<file path="src/rtl/param_cpu_sequencer.sv">
// Multi-cycle control sequencer: fetches an instruction, decodes its fields,
// and steps through EXEC/MEM/HALT while driving register-file and memory strobes.
module param_cpu_sequencer #(
  parameter int BUS_W  = 16,
  parameter int MEM_AW = 6,
  parameter int REG_AW = 4
) (
  input  logic              clk,
  input  logic              reset,
  input  logic [BUS_W-1:0]  IR,
  input  logic [BUS_W-1:0]  A,
  input  logic [BUS_W-1:0]  D,
  input  logic              mem_ack,
  input  logic              resume,
  output logic              mem_req,
  output logic [MEM_AW-1:0] PC,
  output logic [REG_AW-1:0] DA,
  output logic [REG_AW-1:0] AA,
  output logic [REG_AW-1:0] BA,
  output logic [2:0]        FS,
  output logic              MB,
  output logic [1:0]        resultSource,
  output logic              RW,
  output logic              MW,
  output logic              IL,
  output logic              EOE,
  output logic [2:0]        state
);

  localparam logic [2:0] S_FETCH  = 3'd0;
  localparam logic [2:0] S_DECODE = 3'd1;
  localparam logic [2:0] S_EXEC   = 3'd2;
  localparam logic [2:0] S_MEM    = 3'd3;
  localparam logic [2:0] S_HALT   = 3'd4;

  localparam logic [3:0] OP_ADDI = 4'd8;
  localparam logic [3:0] OP_LD   = 4'd9;
  localparam logic [3:0] OP_ST   = 4'd10;
  localparam logic [3:0] OP_BZ   = 4'd11;
  localparam logic [3:0] OP_BNZ  = 4'd12;
  localparam logic [3:0] OP_JMP  = 4'd13;
  localparam logic [3:0] OP_HLT  = 4'd15;

  logic [2:0]               state_q, state_d;
  logic [MEM_AW-1:0]        pc_q, pc_d;
  logic [3:0]               opcode_q;
  logic [REG_AW-1:0]        da_q, aa_q, ba_q;
  logic signed [MEM_AW-1:0] ba_ext;
  logic                     a_zero;
  logic                     unused_data;

  // D is a reserved bus; it must never influence control.
  assign unused_data = ^D;

  assign ba_ext = $signed(ba_q);
  assign a_zero = (A == '0);

  // Memory handshake: mem_req is held high in FETCH/MEM and the transfer
  // completes in the cycle mem_ack is sampled high on the rising edge.
  always_comb begin
    state_d = state_q;
    pc_d    = pc_q;
    case (state_q)
      S_FETCH: begin
        if (mem_ack) begin
          state_d = S_DECODE;
          pc_d    = pc_q + 1'b1;
        end
      end
      S_DECODE: state_d = S_EXEC;
      S_EXEC: begin
        state_d = S_FETCH;
        case (opcode_q)
          OP_LD, OP_ST: state_d = S_MEM;
          OP_HLT:       state_d = S_HALT;
          OP_BZ:        if (a_zero)  pc_d = pc_q + ba_ext;
          OP_BNZ:       if (!a_zero) pc_d = pc_q + ba_ext;
          OP_JMP:       pc_d = A[MEM_AW-1:0];
          default:      ;
        endcase
      end
      S_MEM:  if (mem_ack) state_d = S_FETCH;
      S_HALT: if (resume)  state_d = S_FETCH;
      default: state_d = S_FETCH;
    endcase
  end

  always_ff @(posedge clk or negedge reset) begin
    if (!reset) begin
      state_q  <= S_FETCH;
      pc_q     <= '0;
      opcode_q <= '0;
      da_q     <= '0;
      aa_q     <= '0;
      ba_q     <= '0;
    end else begin
      state_q <= state_d;
      pc_q    <= pc_d;
      if (state_q == S_FETCH && mem_ack) begin
        opcode_q <= IR[BUS_W-1 -: 4];
        da_q     <= IR[BUS_W-5 -: REG_AW];
        aa_q     <= IR[BUS_W-5-REG_AW -: REG_AW];
        ba_q     <= IR[BUS_W-5-2*REG_AW -: REG_AW];
      end
    end
  end

  // Strobes are gated by reset so they drop immediately when reset asserts.
  always_comb begin
    mem_req      = 1'b0;
    IL           = 1'b0;
    FS           = 3'd0;
    MB           = 1'b0;
    resultSource = 2'd0;
    RW           = 1'b0;
    MW           = 1'b0;
    EOE          = 1'b0;
    if (reset) begin
      case (state_q)
        S_FETCH: begin
          mem_req = 1'b1;
          IL      = mem_ack;
        end
        S_EXEC: begin
          if (!opcode_q[3]) begin
            FS = opcode_q[2:0];
            RW = 1'b1;
          end else if (opcode_q == OP_ADDI) begin
            MB = 1'b1;
            RW = 1'b1;
          end
        end
        S_MEM: begin
          mem_req = 1'b1;
          if (mem_ack) begin
            if (opcode_q == OP_LD) begin
              RW           = 1'b1;
              resultSource = 2'd1;
            end else begin
              MW = 1'b1;
            end
          end
        end
        S_HALT:  EOE = 1'b1;
        default: ;
      endcase
    end
  end

  assign PC    = pc_q;
  assign DA    = da_q;
  assign AA    = aa_q;
  assign BA    = ba_q;
  assign state = state_q;

endmodule

</file>
<file path="config.mk">
export PLATFORM = sky130hd
export DESIGN_NAME = param_cpu_sequencer
export DESIGN_NICKNAME = d
export VERILOG_FILES = /design/src/rtl/param_cpu_sequencer.sv
export SDC_FILE = /design/constraint.sdc
export NUM_CORES = 1
export LEC_CHECK = 0
export CORE_UTILIZATION = 40
export CTS_CLUSTER_DIAMETER = 150
export DETAILED_ROUTE_END_ITERATION = 6
export PLACE_DENSITY = 0.82
export SLEW_MARGIN = 5
export SYNTH_ARGS = -nofsm -noshare
export SYNTH_HDL_FRONTEND = slang
export SYNTH_SLANG_ARGS = --single-unit
</file>
<file path="constraint.sdc">
create_clock -name clk -period 2.08 [get_ports clk]
set_clock_uncertainty 0.15 [all_clocks]
set_input_delay 0.416 -clock clk [delete_from_list [all_inputs] [get_ports clk]]
set_output_delay 0.416 -clock clk [all_outputs]
set_load 0.01 [all_outputs]
</file>
=== Yosys cells after proc, flatten, opt, wreduce, memory -nomap -nowiden ===
Cells that the tools add are included.

* Input port bits: 52
* Output and inout bits: 32
* Flip-flop bits (word level): 25

* Multiplexer cells: 36
* Add/subtract/negate cells: 2
* Reductions and logical operators: 8
* Equal/unequal tests: 17

{| class="wikitable"
|+ Operator list
! kind !! number
|-
| $eq 4x4->1 const B || 7
|-
| $mux 1 || 22
|-
| $mux 3 || 6
|-
| $mux 6 || 3
|-
| $pmux 6 s3 || 1
|-
| $logic_not 16->1 || 1
|-
| $pmux 3 s5 || 1
|-
| $pmux 6 s2 || 1
|-
| $add 6x1->6 const B || 1
|-
| $add 6x6->6 || 1
|-
| $eq 3x2->1 const B || 2
|-
| $ne 2x2->1 const B || 3
|-
| $ne 3x3->1 const B || 2
|-
| $pmux 3 s2 || 1
|-
| $reduce_and 5->1 || 1
|-
| $ne 4x1->1 const B || 1
|-
| $reduce_or 2->1 || 2
|-
| $eq 3x1->1 const B || 1
|-
| $eq 3x3->1 const B || 1
|-
| $logic_not 3->1 || 1
|-
| $reduce_and 3->1 || 1
|-
| $pmux 1 s2 || 1
|-
| $reduce_bool 2->1 || 1
|-
| $logic_and 1x1->1 || 1
|}

=== Logic depth before layout (Yosys ltp) ===
* Depth after elaboration: 5
* Mapped depth: 9

=== Worst setup path before layout ===
OpenSTA, ideal clock, no wires.

* Path kind: register -> output
* From: reg state_q[0], in the netlist state[0]
* To: out IL
* Setup slack: -0.026 ns
* Stages on the path, launching flop included: 6
* Arrival: 1.540 ns
* Required time: 1.514 ns
* Cells stage by stage: dfrtp_1 -> buf_2 -> nor4b_2 -> buf_2 -> buf_2 -> and2_1

* Longest elaborated chain between the ends: 3

{| class="wikitable"
|+ Ends and longest elaborated chain
! element !! RTL line !! text
|-
| from (decl) || 44 || <nowiki>logic [2:0] state_q, state_d;</nowiki>
|-
| from (signal assigned) || 97 || <nowiki>state_q <= state_d;</nowiki>
|-
| $logic_not 3->1 || 119 || <nowiki>case (state_q)</nowiki>
|-
| $mux 1 || 119 ||
|-
| $mux 1 || 118 || <nowiki>if (reset) begin</nowiki>
|-
| to (decl) || 25 || <nowiki>output logic IL,</nowiki>
|}

Every way passes these cells.

=== Worst setup path in the final report ===
* From: reg state_q[0], in the netlist state[0]
* To: out FS[0]

* Longest elaborated chain between the ends: 3

{| class="wikitable"
|+ Ends and longest elaborated chain
! element !! RTL line !! text
|-
| $eq 3x2->1 || 119 ||
|-
| $mux 3 || 119 ||
|-
| $mux 3 || 118 ||
|-
| to (decl) || 20 || <nowiki>output logic [2:0] FS,</nowiki>
|}

Every way passes these cells.

==> run summary <==
Longest Clk Path Bufs: 2
Final setup fails: 3
Largest net degree at the start of global routing: 18
Xor/xnor share of the synthesized area: 3.77%
Predominant post-synthesis flop cell: dfrtp_1
Crit end category: output port
Non-filler cells, final: 312
CP Launch Type: flop
WL final: 4.87 mm
Share of cells above drive strength 1: 34.1%
Final hold slack: 0.175 ns
Synth area leader: dfrtp_1
Simple-Gate Fraction of Synth Area: 20.5%
Crit-path cells: buf_4 -> nand2b_4 -> nor3b_4 -> and2_1 -> buf_2
Status: complete, but fails checks
Leakage: 1.19 nW
Worst path slowest cell: dfrtp_2
Cts bufs inserted: 3
Clk Latency, worst-skew pair: 0.28 ns
Iter 0 DRT Violations: 82
Remaining DRCs: 0
Max-Cap Viols: 0
# port buffers: 66
Hold crit path type: primary input to asynchronous set/reset pin
Yosys synthesis warning count: 0
Buf+Inv Stages, Crit Path: 2
Yosys cell types: 49
N_diodes: 0
EDFF count, synth: 0
Area fraction of the dominant cell type after synthesis: 38.5%
Vias in the first global route: 1526
Fillers: 281
Compound-cell area share of the yosys netlist: 15.6%
Final period utilization: 103%
Largest family of logic cells by synthesized area: simple AND/OR/NAND/NOR gates
Die Span X: 65.7 um
Row cnt: 22
CORE AREA: 3770 um2
Post-synthesis sequential area ratio: 38.5%
# clock sinks: 25
Cell count after placement: 300
Final count of hold timing violations: 0
DP Wirelength: 3.38 mm
Reg area: 629 um2
Nets: 324
First-pass GRT wire length: 7.11 mm
Num ports: 84
DR vias/cell: 5.43
Starting Density: 43.1%
Critical path fanouts, max: 5
Ys async rst share: 100%
F_max: 0.466 GHz
H-Tree Depth: 1
Syn Area/Cell: 9.62 um2
Final core occ: 72.1%
CTS Root Cell: clkbuf_8
Die Span Y: 65.7 um
CP delay by family, top: simple AND/OR/NAND/NOR gates
DRT antenna net count: 0
Total global-route track usage: 21.4%
Pwr/cell area: 1470 nW/um2
WP data arrival: 1.58 ns
Initial antenna violation count: 0
Proportion of synthesized area in mux cells: 10.3%
Post-Syn Instances: 169
Max IR drop VDD: 1010 uV
Final min period: 2.15 ns
DRT Pass-1 Iters: 4
Area occupied by multi-input gates: 1060 um2
Routed len/inst: 15.6 um
TritonCTS clock tree: yes
Clk slew on worst S/H paths: 0.10 ns
Die area: 4320 um2
Layout overhead on the synthesized area: 67.2%
RSZ-0062 raised after global routing: yes
Synth Register Bits: 25
Mapped cell area: 1630 um2
TNS Setup: -0.109 ns
GRT overflow: 0
Critical Path RT: 1.51 ns
Crit Path Class: flop to output port
Adder-Cell Fraction of Synth Area: 5.85%
Top post-synthesis cells by area: dfrtp_1 (38%), mux2_2 (9.7%), ha_1 (4.6%)
Crit-path max cell delay: 0.46 ns
Tot Pwr: 4.00 mW
Via count: 1695
Slew Limit Fails: 0
Gpl congestion: 0.865
Failing checks: negative setup slack
Syn_nets: 228
Setup WS post-layout: -0.0670 ns
-- metrics by stage --
stage | worst slack (ns) | cell area, um2
CTS | -0.0847 | 2620
finish | -0.0670 | 2720
floorplan | 0.0162 | 1630
global route | -0.142 | 2720
global placement | -0.481 | 2490
detailed placement | -0.528 | 2490
-- sequential cells by signal, indices dropped and copies added (netlist names) --
register / count
PC: 6
AA: 4
BA: 4
DA: 4
opcode_q: 4
state: 3
-- final timing paths --
kind / from / end / slack [ns] / cells after the start
worst min-delay path: reset / state[1] / 0.18 / 2
worst max-delay path: state[0] / FS[0] / -0.07 / 5
max in group asynchronous: reset / PC[1] / 1.33 / 2
worst min register to register: DA[3] / DA[3] / 0.37 / 1
min in group clk: DA[3] / DA[3] / 0.37 / 1
worst max register to register: state[0] / PC[2] / 0.02 / 6
-- worst register-to-register path, delay by kind of cell, from the launching register on --
kind	cells	cell delay [ns]
flip-flops	1	0.46
AND/OR/NAND/NOR	4	0.99
AO/OA/AOI/OAI	1	0.19
buffers and inverters	1	0.16
-- placed cells by master (no fill, tap or decap), types with 4 or more instances in the layout --
cell type and n:
a21oi_1 8, and3_1 4, buf_2 8, buf_4 29
buf_6 6, clkdlybuf4s50_1 51, dfrtp_1 22, ha_1 5
inv_1 6, mux2_2 14, nand2_1 14, nand3_1 4
nor2_1 10, nor4_2 4, o21ai_0 9, xor2_1 4
-- report_power, final --
group | switching [mW] | internal (mW)
registers | 0.248 | 0.729
logic | 1.25 | 1.46
clock network | 0.175 | 0.141
total | 1.67 | 2.33
-- synthesized netlist by cell type (all sizes together), types with 2 or more instances --
cell	n
nand2b	2
clkbuf	2
and3	4
a31oi	2
nand2	14
o22ai	2
nor2	14
a21o	2
nand3	5
a21oi	9
and2	4
inv	6
mux2	14
o21ai	9
ha	6
o22a	3
dfrtp	25
xnor2	3
a211oi	2
nor3b	2
and2b	2
xor2	4
buf	8
nor4	5
-- cell families after synthesis --
kind of cell / Yosys count
other: 1
buffers and inverters: 16
multiplexers: 15
AO/OA/AOI/OAI: 38
adder cells (fa/ha/maj): 7
flip-flops: 25
AND/OR/NAND/NOR: 60
XOR/XNOR: 7
-- layout make-up --
type | instances | area share, %
Clock buffer | 3 | 1.52
Clock inverter | 1 | 0.322
Inverter | 6 | 0.829
Multi-Input combinational cell | 129 | 39.0
Sequential cell | 25 | 23.2
Tap cell | 48 | 2.21
Timing Repair Buffer | 100 | 33.0
-- routing by layer --
metal  track usage [%]  vias up  share of wire [%]
met4              2.45        0                1.5
met3              4.34       10                5.5
met1              29.2      821                 43
met2              35.7       63                 50
li1                  -      801                  -
met5                 0        -                  0
-- timing repair --
item,in CTS,in global routing
hold buffers,0,0
setup endpoints to repair,16,15
buffers inserted,4,3
gates resized for setup,47,31
endpoints found under the hold margin,0,0
gates cloned,0,1
pin swaps,8,18
(Power assumes the default switching activity.)
==> patch, RTL diff (config.mk and constraints unchanged) <==
Take the reset off `pc_q` and load it in a clocked block of its own.
--- a/src/rtl/param_cpu_sequencer.sv
+++ b/src/rtl/param_cpu_sequencer.sv
@@ -88,14 +88,12 @@
   always_ff @(posedge clk or negedge reset) begin
     if (!reset) begin
       state_q  <= S_FETCH;
-      pc_q     <= '0;
       opcode_q <= '0;
       da_q     <= '0;
       aa_q     <= '0;
       ba_q     <= '0;
     end else begin
       state_q <= state_d;
-      pc_q    <= pc_d;
       if (state_q == S_FETCH && mem_ack) begin
         opcode_q <= IR[BUS_W-1 -: 4];
         da_q     <= IR[BUS_W-5 -: REG_AW];
@@ -103,6 +101,10 @@
         ba_q     <= IR[BUS_W-5-2*REG_AW -: REG_AW];
       end
     end
+  end
+
+  always_ff @(posedge clk) begin
+    pc_q <= pc_d;
   end
 
   // Strobes are gated by reset so they drop immediately when reset asserts.
Check against the original RTL: not equivalent (a bounded check fails within 4 cycles, from zero or initial values and one cycle with reset low).
==> patch against the unedited design <==
The run still ends with setup timing left. Design area down 5.5%. Synthesized area down 2.8%. Wire length down 17%. Setup slack better by 0.059 ns. Count of clock-buffer cells in the layout unchanged. Die area down 2.7%. Total power down 8.5%. Sequential cell count unchanged. Global-route usage down 0.78 points. Maximum frequency up 2.8%.
==> patch: results (changes against the unedited design) <==
stage,metric,value,unit,change
critical_path,Max Fanout on Critical Path,9,,+4
run_status,failing checks,setup timing,,
cells_and_area,fill count,295,,+5.0%
cells_and_area,Signal buf overhead,32.8,%,-0.12 points
cells_and_area,register area,657,sq um,+4.4%
global_routing,first-pass GRT wire length,6.69,mm,-5.9%
cells_and_area,share of cells above drive strength 1,32.4,%,-1.7 points
placement,Placer Congestion,0.816,,-5.7%
synth,Yosys cell types,43,,-12%
power_and_ir_drop,Leak,0.00112,uW,-6.0%
route,Vias,1471,,-13%
placement,dpl hpwl,3.14,mm,-7.2%
placement,dpl ws,-0.690,ns,-0.162 ns
timing,Setup-failing EPs final,1,,-2
cells_and_area,clock network area share,1.80,%,-0.038 points
critical_path,crit path DAT,1.52,ns,-0.06 ns
cells_and_area,count of multi-input gates,116,,-10%
synth,syn_area_per_cell,10.3,sq um,+7.4%
synth,asr flop ratio synth,76.0,%,-24 points
critical_path,Top delay family on crit path,flip-flops,,
cells_and_area,Finished Layout Cells,292,,-6.4%
cells_and_area,fraction of area in multi-input gates,36.8,%,-2.2 points
timing,Final WS setup,-0.00791,ns,+0.0591 ns
route,initial drt markers,54,,-34%
global_routing,pin count of the biggest net entering global routing,19,,+1
cells_and_area,Final nets,304,,-6.2%
synth,"top cells by count, synth","19 x dfrtp_1, 15 x mux2_2, 14 x nor2_1",,
power_and_ir_drop,peak supply drop,0.777,mV,-23%
placement,Post-DP Area,0.00246,sq mm,-1.6%
synth,Mapped Nets,212,,-7.0%
synth,post-synthesis sequential area ratio,41.5,%,+3.0 points
cells_and_area,Non-CTS buffers,95,,-5.0%
run_status,status,"complete, but fails checks",,
## patch: changes by cell type after synthesis, sizes merged, moves of 2 or more
cell and delta:
dfrtp -6, edfxtp +6, o21ai -5, and3 -4
mux2i +3, nand2 -3, o22a -3, inv -2
nor3 +2, nor3b -2, or2 +2, xnor2 +2
## patch: logic make-up after synthesis
| family | after synthesis | share of synthesized area [%] |
|---|---|---|
| flip-flops | 25 | 41.5 |
| buffers and inverters | 12 | 4.99 |
| XOR/XNOR | 9 | 4.99 |
| adder cells (fa/ha/maj) | 7 | 6.02 |
| other | 1 | 0.237 |
| AND/OR/NAND/NOR | 54 | 18.4 |
| AO/OA/AOI/OAI | 26 | 10.6 |
| multiplexers | 19 | 13.2 |
## patch: per-layer routing
layer,routed length [um],track usage (%),vias to the layer above
li1,-,-,726
met4,34,5.83,0
met1,1710,25.2,692
met3,242,3.70,4
met5,0,0,-
met2,2060,36.7,49
## patch: repair_timing
item,in CTS,in global routing
endpoints found under the setup margin,16,15
endpoints found under the hold margin,0,0
setup buffers,2,0
pin swaps,11,8
gates resized for setup,55,14
## patch: power by group
part	switching, uW	internal (uW)	total [uW]
Combinational	1080	1300	2390
Sequential	198	795	993
Clock	150	134	284
Total	1430	2230	3660
## patch: worst paths after layout
path                                         to  slack [ns]            startpoint
setup / recovery                             IL      -0.008  state[0]$_DFFE_PN0P_
hold / removal             state[0]$_DFFE_PN0P_        0.07                 reset
setup reg to reg                PC[5]$_DFFE_PP_        0.09       PC[1]$_DFFE_PP_
hold reg to reg               AA[3]$_DFFE_PN0P_        0.36     AA[3]$_DFFE_PN0P_
max in group asynchronous     BA[2]$_DFFE_PN0P_        1.37                 reset
min in group clk              AA[3]$_DFFE_PN0P_        0.36     AA[3]$_DFFE_PN0P_
